==> config.mk <==
export PLATFORM = sky130hd
export DESIGN_NAME = apb_arbiter_master
export DESIGN_NICKNAME = d
export VERILOG_FILES = /design/src/rtl/apb_arbiter_master.sv
export SDC_FILE = /design/constraint.sdc
export NUM_CORES = 1
export LEC_CHECK = 0
export ABC_CLOCK_PERIOD_IN_PS = 2500
export CAP_MARGIN = 0
export CORE_UTILIZATION = 40
export CTS_BUF_LIST = sky130_fd_sc_hd__clkbuf_4
export DETAILED_ROUTE_END_ITERATION = 8
export GPL_TIMING_DRIVEN = 0
export PLACE_DENSITY = 0.84
export SYNTH_ARGS = -nofsm -noshare
export SYNTH_HDL_FRONTEND = slang
export SYNTH_SLANG_ARGS = --single-unit
export TNS_END_PERCENT = 30
==> constraint.sdc <==
create_clock -name PCLK -period 2.5 [get_ports PCLK]
set_input_delay 0.5 -clock PCLK [delete_from_list [all_inputs] [get_ports PCLK]]
set_output_delay 0.5 -clock PCLK [all_outputs]
set_load 0.01 [all_outputs]
==> src/rtl/apb_arbiter_master.sv <==
// apb_arbiter_master: APB master shared round-robin among NREQ local requesters.
// Sequences SETUP/ACCESS, waits on PREADY (with optional timeout abort) and
// returns a one-cycle completion pulse with read data / error to the winner.
// Ports:
//   PCLK, PRESETn                 clock, async active-low reset
//   req_valid/req_write           per-requester request and direction
//   req_addr/req_wdata            packed per-requester address / write data
//   req_done                      one-hot completion pulse
//   rsp_rdata/rsp_err             response, valid while req_done != 0
//   busy                          bus owned (state != IDLE)
//   PSEL/PENABLE/PWRITE/PADDR/PWDATA  APB request side
//   PRDATA/PREADY/PSLVERR         APB response side
module apb_arbiter_master #(
  parameter int unsigned AWIDTH  = 4,
  parameter int unsigned DWIDTH  = 8,
  parameter int unsigned NREQ    = 2,
  parameter int unsigned TIMEOUT = 16
) (
  input  logic                     PCLK,
  input  logic                     PRESETn,
  input  logic [NREQ-1:0]          req_valid,
  input  logic [NREQ-1:0]          req_write,
  input  logic [NREQ*AWIDTH-1:0]   req_addr,
  input  logic [NREQ*DWIDTH-1:0]   req_wdata,
  output logic [NREQ-1:0]          req_done,
  output logic [DWIDTH-1:0]        rsp_rdata,
  output logic                     rsp_err,
  output logic                     busy,
  output logic                     PSEL,
  output logic                     PENABLE,
  output logic                     PWRITE,
  output logic [AWIDTH-1:0]        PADDR,
  output logic [DWIDTH-1:0]        PWDATA,
  input  logic [DWIDTH-1:0]        PRDATA,
  input  logic                     PREADY,
  input  logic                     PSLVERR
);

  localparam int unsigned PW   = (NREQ > 1) ? $clog2(NREQ) : 1;
  localparam int unsigned CW   = (TIMEOUT > 2) ? $clog2(TIMEOUT) : 1;
  localparam int unsigned TMAX = (TIMEOUT == 0) ? 0 : TIMEOUT - 1;

  typedef enum logic [1:0] {ST_IDLE, ST_SETUP, ST_ACCESS} state_e;

  state_e              state_q, state_d;
  logic [PW-1:0]       ptr_q, ptr_d;
  logic [PW-1:0]       gnt_q, gnt_d;
  logic [CW-1:0]       cnt_q, cnt_d;
  logic                psel_q, psel_d;
  logic                penable_q, penable_d;
  logic                pwrite_q, pwrite_d;
  logic [AWIDTH-1:0]   paddr_q, paddr_d;
  logic [DWIDTH-1:0]   pwdata_q, pwdata_d;
  logic [NREQ-1:0]     req_done_q, req_done_d;
  logic [DWIDTH-1:0]   rsp_rdata_q, rsp_rdata_d;
  logic                rsp_err_q, rsp_err_d;
  logic                busy_q, busy_d;

  logic [NREQ-1:0]     eligible_c;
  logic [PW-1:0]       win_c;
  logic                found_c;
  int unsigned         idx_c;

  // Round-robin pick: first eligible requester at or after ptr, wrapping.
  // A requester whose done pulse is high this cycle is masked off.
  always_comb begin
    eligible_c = req_valid & ~req_done_q;
    win_c      = '0;
    found_c    = 1'b0;
    idx_c      = 0;
    for (int unsigned k = 0; k < NREQ; k++) begin
      idx_c = (32'(ptr_q) + k) % NREQ;
      if (!found_c && eligible_c[PW'(idx_c)]) begin
        found_c = 1'b1;
        win_c   = PW'(idx_c);
      end
    end
  end

  // Next-state and registered-output logic.
  always_comb begin
    state_d     = state_q;
    ptr_d       = ptr_q;
    gnt_d       = gnt_q;
    cnt_d       = cnt_q;
    psel_d      = psel_q;
    penable_d   = penable_q;
    pwrite_d    = pwrite_q;
    paddr_d     = paddr_q;
    pwdata_d    = pwdata_q;
    req_done_d  = '0;
    rsp_rdata_d = '0;
    rsp_err_d   = 1'b0;

    case (state_q)
      ST_IDLE: begin
        if (found_c) begin
          gnt_d     = win_c;
          paddr_d   = req_addr[32'(win_c)*AWIDTH +: AWIDTH];
          pwdata_d  = req_wdata[32'(win_c)*DWIDTH +: DWIDTH];
          pwrite_d  = req_write[win_c];
          psel_d    = 1'b1;
          penable_d = 1'b0;
          state_d   = ST_SETUP;
        end
      end
      ST_SETUP: begin
        penable_d = 1'b1;
        cnt_d     = '0;
        state_d   = ST_ACCESS;
      end
      ST_ACCESS: begin
        // Exit on PREADY, or abort once the wait budget is exhausted.
        if (PREADY || ((TIMEOUT != 0) && (cnt_q == CW'(TMAX)))) begin
          psel_d      = 1'b0;
          penable_d   = 1'b0;
          req_done_d  = NREQ'(1) << gnt_q;
          rsp_err_d   = PREADY ? PSLVERR : 1'b1;
          rsp_rdata_d = (PREADY && !pwrite_q) ? PRDATA : '0;
          ptr_d       = (gnt_q == PW'(NREQ - 1)) ? '0 : gnt_q + 1'b1;
          state_d     = ST_IDLE;
        end else begin
          cnt_d = cnt_q + 1'b1;
        end
      end
      default: begin
        psel_d    = 1'b0;
        penable_d = 1'b0;
        state_d   = ST_IDLE;
      end
    endcase

    busy_d = (state_d != ST_IDLE);
  end

  always_ff @(posedge PCLK or negedge PRESETn) begin
    if (!PRESETn) begin
      state_q     <= ST_IDLE;
      ptr_q       <= '0;
      gnt_q       <= '0;
      cnt_q       <= '0;
      psel_q      <= 1'b0;
      penable_q   <= 1'b0;
      pwrite_q    <= 1'b0;
      paddr_q     <= '0;
      pwdata_q    <= '0;
      req_done_q  <= '0;
      rsp_rdata_q <= '0;
      rsp_err_q   <= 1'b0;
      busy_q      <= 1'b0;
    end else begin
      state_q     <= state_d;
      ptr_q       <= ptr_d;
      gnt_q       <= gnt_d;
      cnt_q       <= cnt_d;
      psel_q      <= psel_d;
      penable_q   <= penable_d;
      pwrite_q    <= pwrite_d;
      paddr_q     <= paddr_d;
      pwdata_q    <= pwdata_d;
      req_done_q  <= req_done_d;
      rsp_rdata_q <= rsp_rdata_d;
      rsp_err_q   <= rsp_err_d;
      busy_q      <= busy_d;
    end
  end

  assign PSEL      = psel_q;
  assign PENABLE   = penable_q;
  assign PWRITE    = pwrite_q;
  assign PADDR     = paddr_q;
  assign PWDATA    = pwdata_q;
  assign req_done  = req_done_q;
  assign rsp_rdata = rsp_rdata_q;
  assign rsp_err   = rsp_err_q;
  assign busy      = busy_q;

endmodule
* Word-level counts from Yosys, hierarchy flattened
Index checks and enable logic that the tools add are counted.
Widths: inputs -> output; s select.
** Operators by class
- Add/sub/neg operators :: 3
- $lt $le $gt $ge :: 3
- Equal/unequal tests :: 6
- Shifts and indexed selects :: 3
- Muxes and demuxes :: 29
- Bitwise gates (word level) :: 3
- Reductions and logical operators :: 13
** Operator list (number)
- $mux 8 :: 3
- $mux 1 :: 17
- $shiftx 16x5->8 :: 1
- $mux 2 :: 4
- $pmux 4 s2 :: 1
- $reduce_and 2->1 :: 4
- $shiftx 8x4->4 :: 1
- $lt 1x2->1 const B :: 3
- $ne 2x2->1 const B :: 3
- $pmux 1 s3 :: 2
- $pmux 2 s3 :: 1
- $add 4x1->4 const B :: 1
- $eq 4x4->1 const B :: 1
- $mux 4 :: 1
- $reduce_bool 2->1 :: 2
- $reduce_and 3->1 :: 1
- $add 1x1->1 const B :: 2
- $and 2x2->2 :: 1
- $eq 2x1->1 const B :: 1
- $eq 2x2->1 const B :: 1
- $logic_and 1x1->1 :: 2
- $logic_not 1->1 :: 2
- $logic_not 2->1 :: 1
- $not 2->2 :: 1
- 3 further kinds :: 3
** Storage, ports and cells
- Flip-flop bits (word level) :: 35

* Logic depth before layout (Yosys ltp)
- Word-level depth :: 11
- Gate-level depth with buffers :: 5
- Gate-level depth less buffers :: 5

* Worst setup path after synthesis
No wires, ideal clock.
- Path type :: register to register
- Start point :: register cnt_q[0]
- End point :: register cnt_q[0]
- Library setup time :: 0.125 ns
- Arrival :: 1.322 ns
- Required time :: 2.375 ns
- Slack :: 1.053 ns
- Cell stages (with the launch flop) :: 5
- Path buffers :: 0
- Path through :: dfrtp_1 -> ha_1 -> a31o_2 -> o21a_1 -> mux2_2
** On the way
- Word-level cells in the longest chain between the ends :: 4
** RTL lines
- start, declared :: RTL line 48 : logic [CW-1:0] cnt_q, cnt_d;
- start signal, assigned :: RTL line 155 : cnt_q <= cnt_d;
- parallel branches: the longest is 4 deep, another holds $add 4x1->4
Several ways; the timed one is not identified. The select of a mux whose other input is x is not followed.
A chain may end at the register's enable or synchronous reset.

* Final worst setup path
- Start point :: register pwrite_q, in the netlist PWRITE
- End point :: output port PWRITE
** RTL lines
- start, declared :: RTL line 51 : logic pwrite_q, pwrite_d;
- start signal, assigned :: RTL line 158 : pwrite_q <= pwrite_d;
- end, declared :: RTL line 31 : output logic PWRITE,
No word-level cell between the ends.

==> results.md <==
- Run status: finished clean
- Crit-path cells: clkdlybuf4s50_1
- DRC Markers: 0
- Slew Viols, Final: 0
- Worst-Skew Late Latency: 0.33 ns
- WL/cell: 11.9 um
- RSZ-0062 raised after global routing: no
- # diodes: 0
- Yosys warnings: 0
- Vias/cell: 4.73
- Switch share: 0.341
- DR vias: 1,229
- Remaining Overflow, GRT: 0
- CTS tree: yes
- DP Area: 2200 um2
- Setup crit end kind: output port
- Post-route ant nets: 0
- Multi-input combinational cell area: 558 um2
- CTS root buffer: clkbuf_4
- Initial Util: 0.431
- CTS Hold Buffers Added: 0
- Crit-path max FO: 3
- Psw: 0.722 mW
- Global Route met1 Usage: 0.220
- RePlAce Congestion: 0.764
- Int Pwr: 1.40 mW
- Area growth from synthesis to layout: 51.1%
- Sequential fraction of the synthesis area: 0.590
- TritonRoute pass-1 iters: 4
- Leakage power: 0.987 nW
- Gr usage total: 0.193
- # clock sinks: 35
- Yosys reg bits: 35
- Setup CP Type: reg2out
- Hold WS: between 0.2 and 0.25 ns
- Final nets: 256
- Startpoint Class: flop
- Synth Area per Inst: about 10 um2
- Die Ht: roughly 63 um
- Max Fclk: 563 MHz
- Pwr/cell area: ~940 nW/um2
- Final wirelength: 3.09 mm
- Final period utilization: 0.711
- WP data arrival: between 1 and 1.5 ns
- H-tree lvl count: 2
- Filler cells: 294
- Initial antenna violation count: 0
- Clock buffer depth: 2
- Setup ws final: 0.723 ns
- Clock share of power: 0.130
- CP required: 2.00 ns
- # Post-CTS Setup Buffers: 0
- Placed Cells: 254
- GRT busiest layer: met2
- Library cells used by synthesis: 30
- Worst slew pin tran: 0.743 ns
- Final setup vio count: 0
- Syn Nets: 183
- Max incr delay on CP: 0.56 ns
- Fin area: ~2200 um2
- Finished Layout Cells: 260
- PnR Total Power: 2.12 mW
- Io pins: 67
- Fin Setup TNS: 0 ns
- Clock transition at path regs: 0.09 ns
- Buffers & Inverters on Critical Path: 1
- Total core area: roughly 3400 um2
- Crit path max-delay family: buffers and inverters
- Vias in the first global route: 1,281
- CTS buffer count: 5
- Final min period: 1.78 ns
- Ratio of cells with drive above 1 in the final layout: 0.103
- Largest net degree at the start of global routing: 36
- IO buf count: 66
- Hold Path Class: in2async
- Layout Skew: 0.00379 ns
- Rel. slew slack: 0.505
- Hpwl dp: 2.30 mm
- Synth Cell Area: 1490 um2
- Util after Layout: 0.652
- Chip width: 62.9 um
- Seq pwr share: 0.420
- Post-CTS resize count: 0
- Syn Inst Count: 142
- Die ar.: 3960 um2
- Met2 Use GR: 0.316
- FF+latch area: 876 um2
- DP Worst Slack: approximately 0.50 ns
- First-pass GRT wire length: 5.77 mm
- Final hold violations: 0
- Cell Rows: 21
- Combinational group share of total power: 0.450
- M3 GR Usage: 0.0785
- Starting DRT DRC Count: 31
- Peak supply drop: 0.505 mV
- Total of max-cap violations: 0
- CP max stage cell: clkdlybuf4s50_1
-- cells by family (layout without fill, tap and decap cells) --
logic type               Yosys count  after routing  synth area share
AO/OA/AOI/OAI                     27             27             0.117
buffers and inverters              8             80            0.0345
adder cells (fa/ha/maj)            1              1           0.00842
multiplexers                       3              3            0.0219
flip-flops                        35             35             0.590
AND/OR/NAND/NOR                   68             68             0.228
-- cells in the mapped netlist --
cell type,n,share of area
o21a_1,1,0.0051
o21ai_2,1,0.0059
nor2_1,15,0.038
buf_6,2,0.015
a21oi_1,3,0.010
mux2i_1,1,0.0067
nor3b_2,1,0.0084
ha_1,1,0.0084
mux2_1,1,0.0076
a31o_2,1,0.0059
nand2b_4,3,0.028
nor3_1,1,0.0034
a211oi_2,1,0.0084
dfrtp_1,35,0.59
o21ai_1,1,0.0034
buf_2,2,0.0067
nor2_4,1,0.0076
and2b_1,1,0.0051
buf_4,1,0.0051
nand2_1,33,0.083
and2_1,8,0.034
nor2b_1,1,0.0042
mux2_2,1,0.0076
nand2b_1,2,0.0084
and3_1,1,0.0042
a31oi_1,14,0.059
nand4_1,1,0.0042
inv_1,3,0.0076
o21ai_0,4,0.013
o21a_2,1,0.0059
-- placed cells by master, fill, tap and decap left out --
master / count
buf_2: 3
clkdlybuf4s50_1: 65
ha_1: 1
o21ai_0: 4
clkbuf_4: 6
nor2b_1: 1
nand2b_4: 3
and2b_1: 1
nand2_1: 33
o21ai_2: 1
buf_4: 1
a31o_2: 1
a21oi_1: 3
nand2b_1: 2
and3_1: 1
a211oi_2: 1
o21ai_1: 1
mux2i_1: 1
nor2_1: 15
nor3b_2: 1
mux2_1: 1
o21a_2: 1
buf_6: 2
nand4_1: 1
nor3_1: 1
mux2_2: 1
o21a_1: 1
and2_1: 8
inv_1: 3
nor2_4: 1
dfrtp_1: 35
a31oi_1: 14
-- metal layers --
layer,vias to the layer above,wire [um]
li1,619,-
met3,6,263
met4,0,60
met5,-,0
met2,53,1560
met1,551,1210
-- final timing paths --
kind | start | to | slack, ns | cells past startpoint
min in group PCLK | gnt_q | req_done[0] | 0.44 | 1
max in group asynchronous | PRESETn | state_q[0] | 1.81 | 1
setup / recovery | PWRITE | PWRITE | 0.72 | 1
setup reg to reg | cnt_q[0] | cnt_q[0] | 0.97 | 4
hold / removal | PRESETn | busy | 0.23 | 1
hold reg to reg | gnt_q | req_done[0] | 0.44 | 1
-- area by class of cell --
class / count / share of cell area
clock buffer: 6 / 0.0201
sequential: 35 / 0.390
tap: 46 / 0.0257
timing repair buffer: 66 / 0.292
buffer: 5 / 0.0178
multi-input combinational: 99 / 0.249
inverter: 3 / 0.00502
-- power by group through the flow --
stage / Clock, mW / Combinational, mW / Sequential [mW]
6_report: 0.275 / 0.954 / 0.890
5_1_grt: 0.320 / 1.06 / 0.918
4_1_cts: 0.288 / 0.973 / 0.892
3_5_place_dp: 0 / 0.969 / 0.904
3_3_place_gp: 0 / 0.953 / 0.890
2_1_floorplan: 0 / 0.430 / 0.959
-- sequential cells by signal (all words and copies together) (netlist names) --
name,flops
PADDR,4
PENABLE,1
PSEL,1
PWDATA,8
PWRITE,1
busy,1
cnt_q,4
gnt_q,1
ptr_q,1
req_done,2
rsp_err,1
rsp_rdata,8
state_q,2
(Power assumes the default switching activity.)
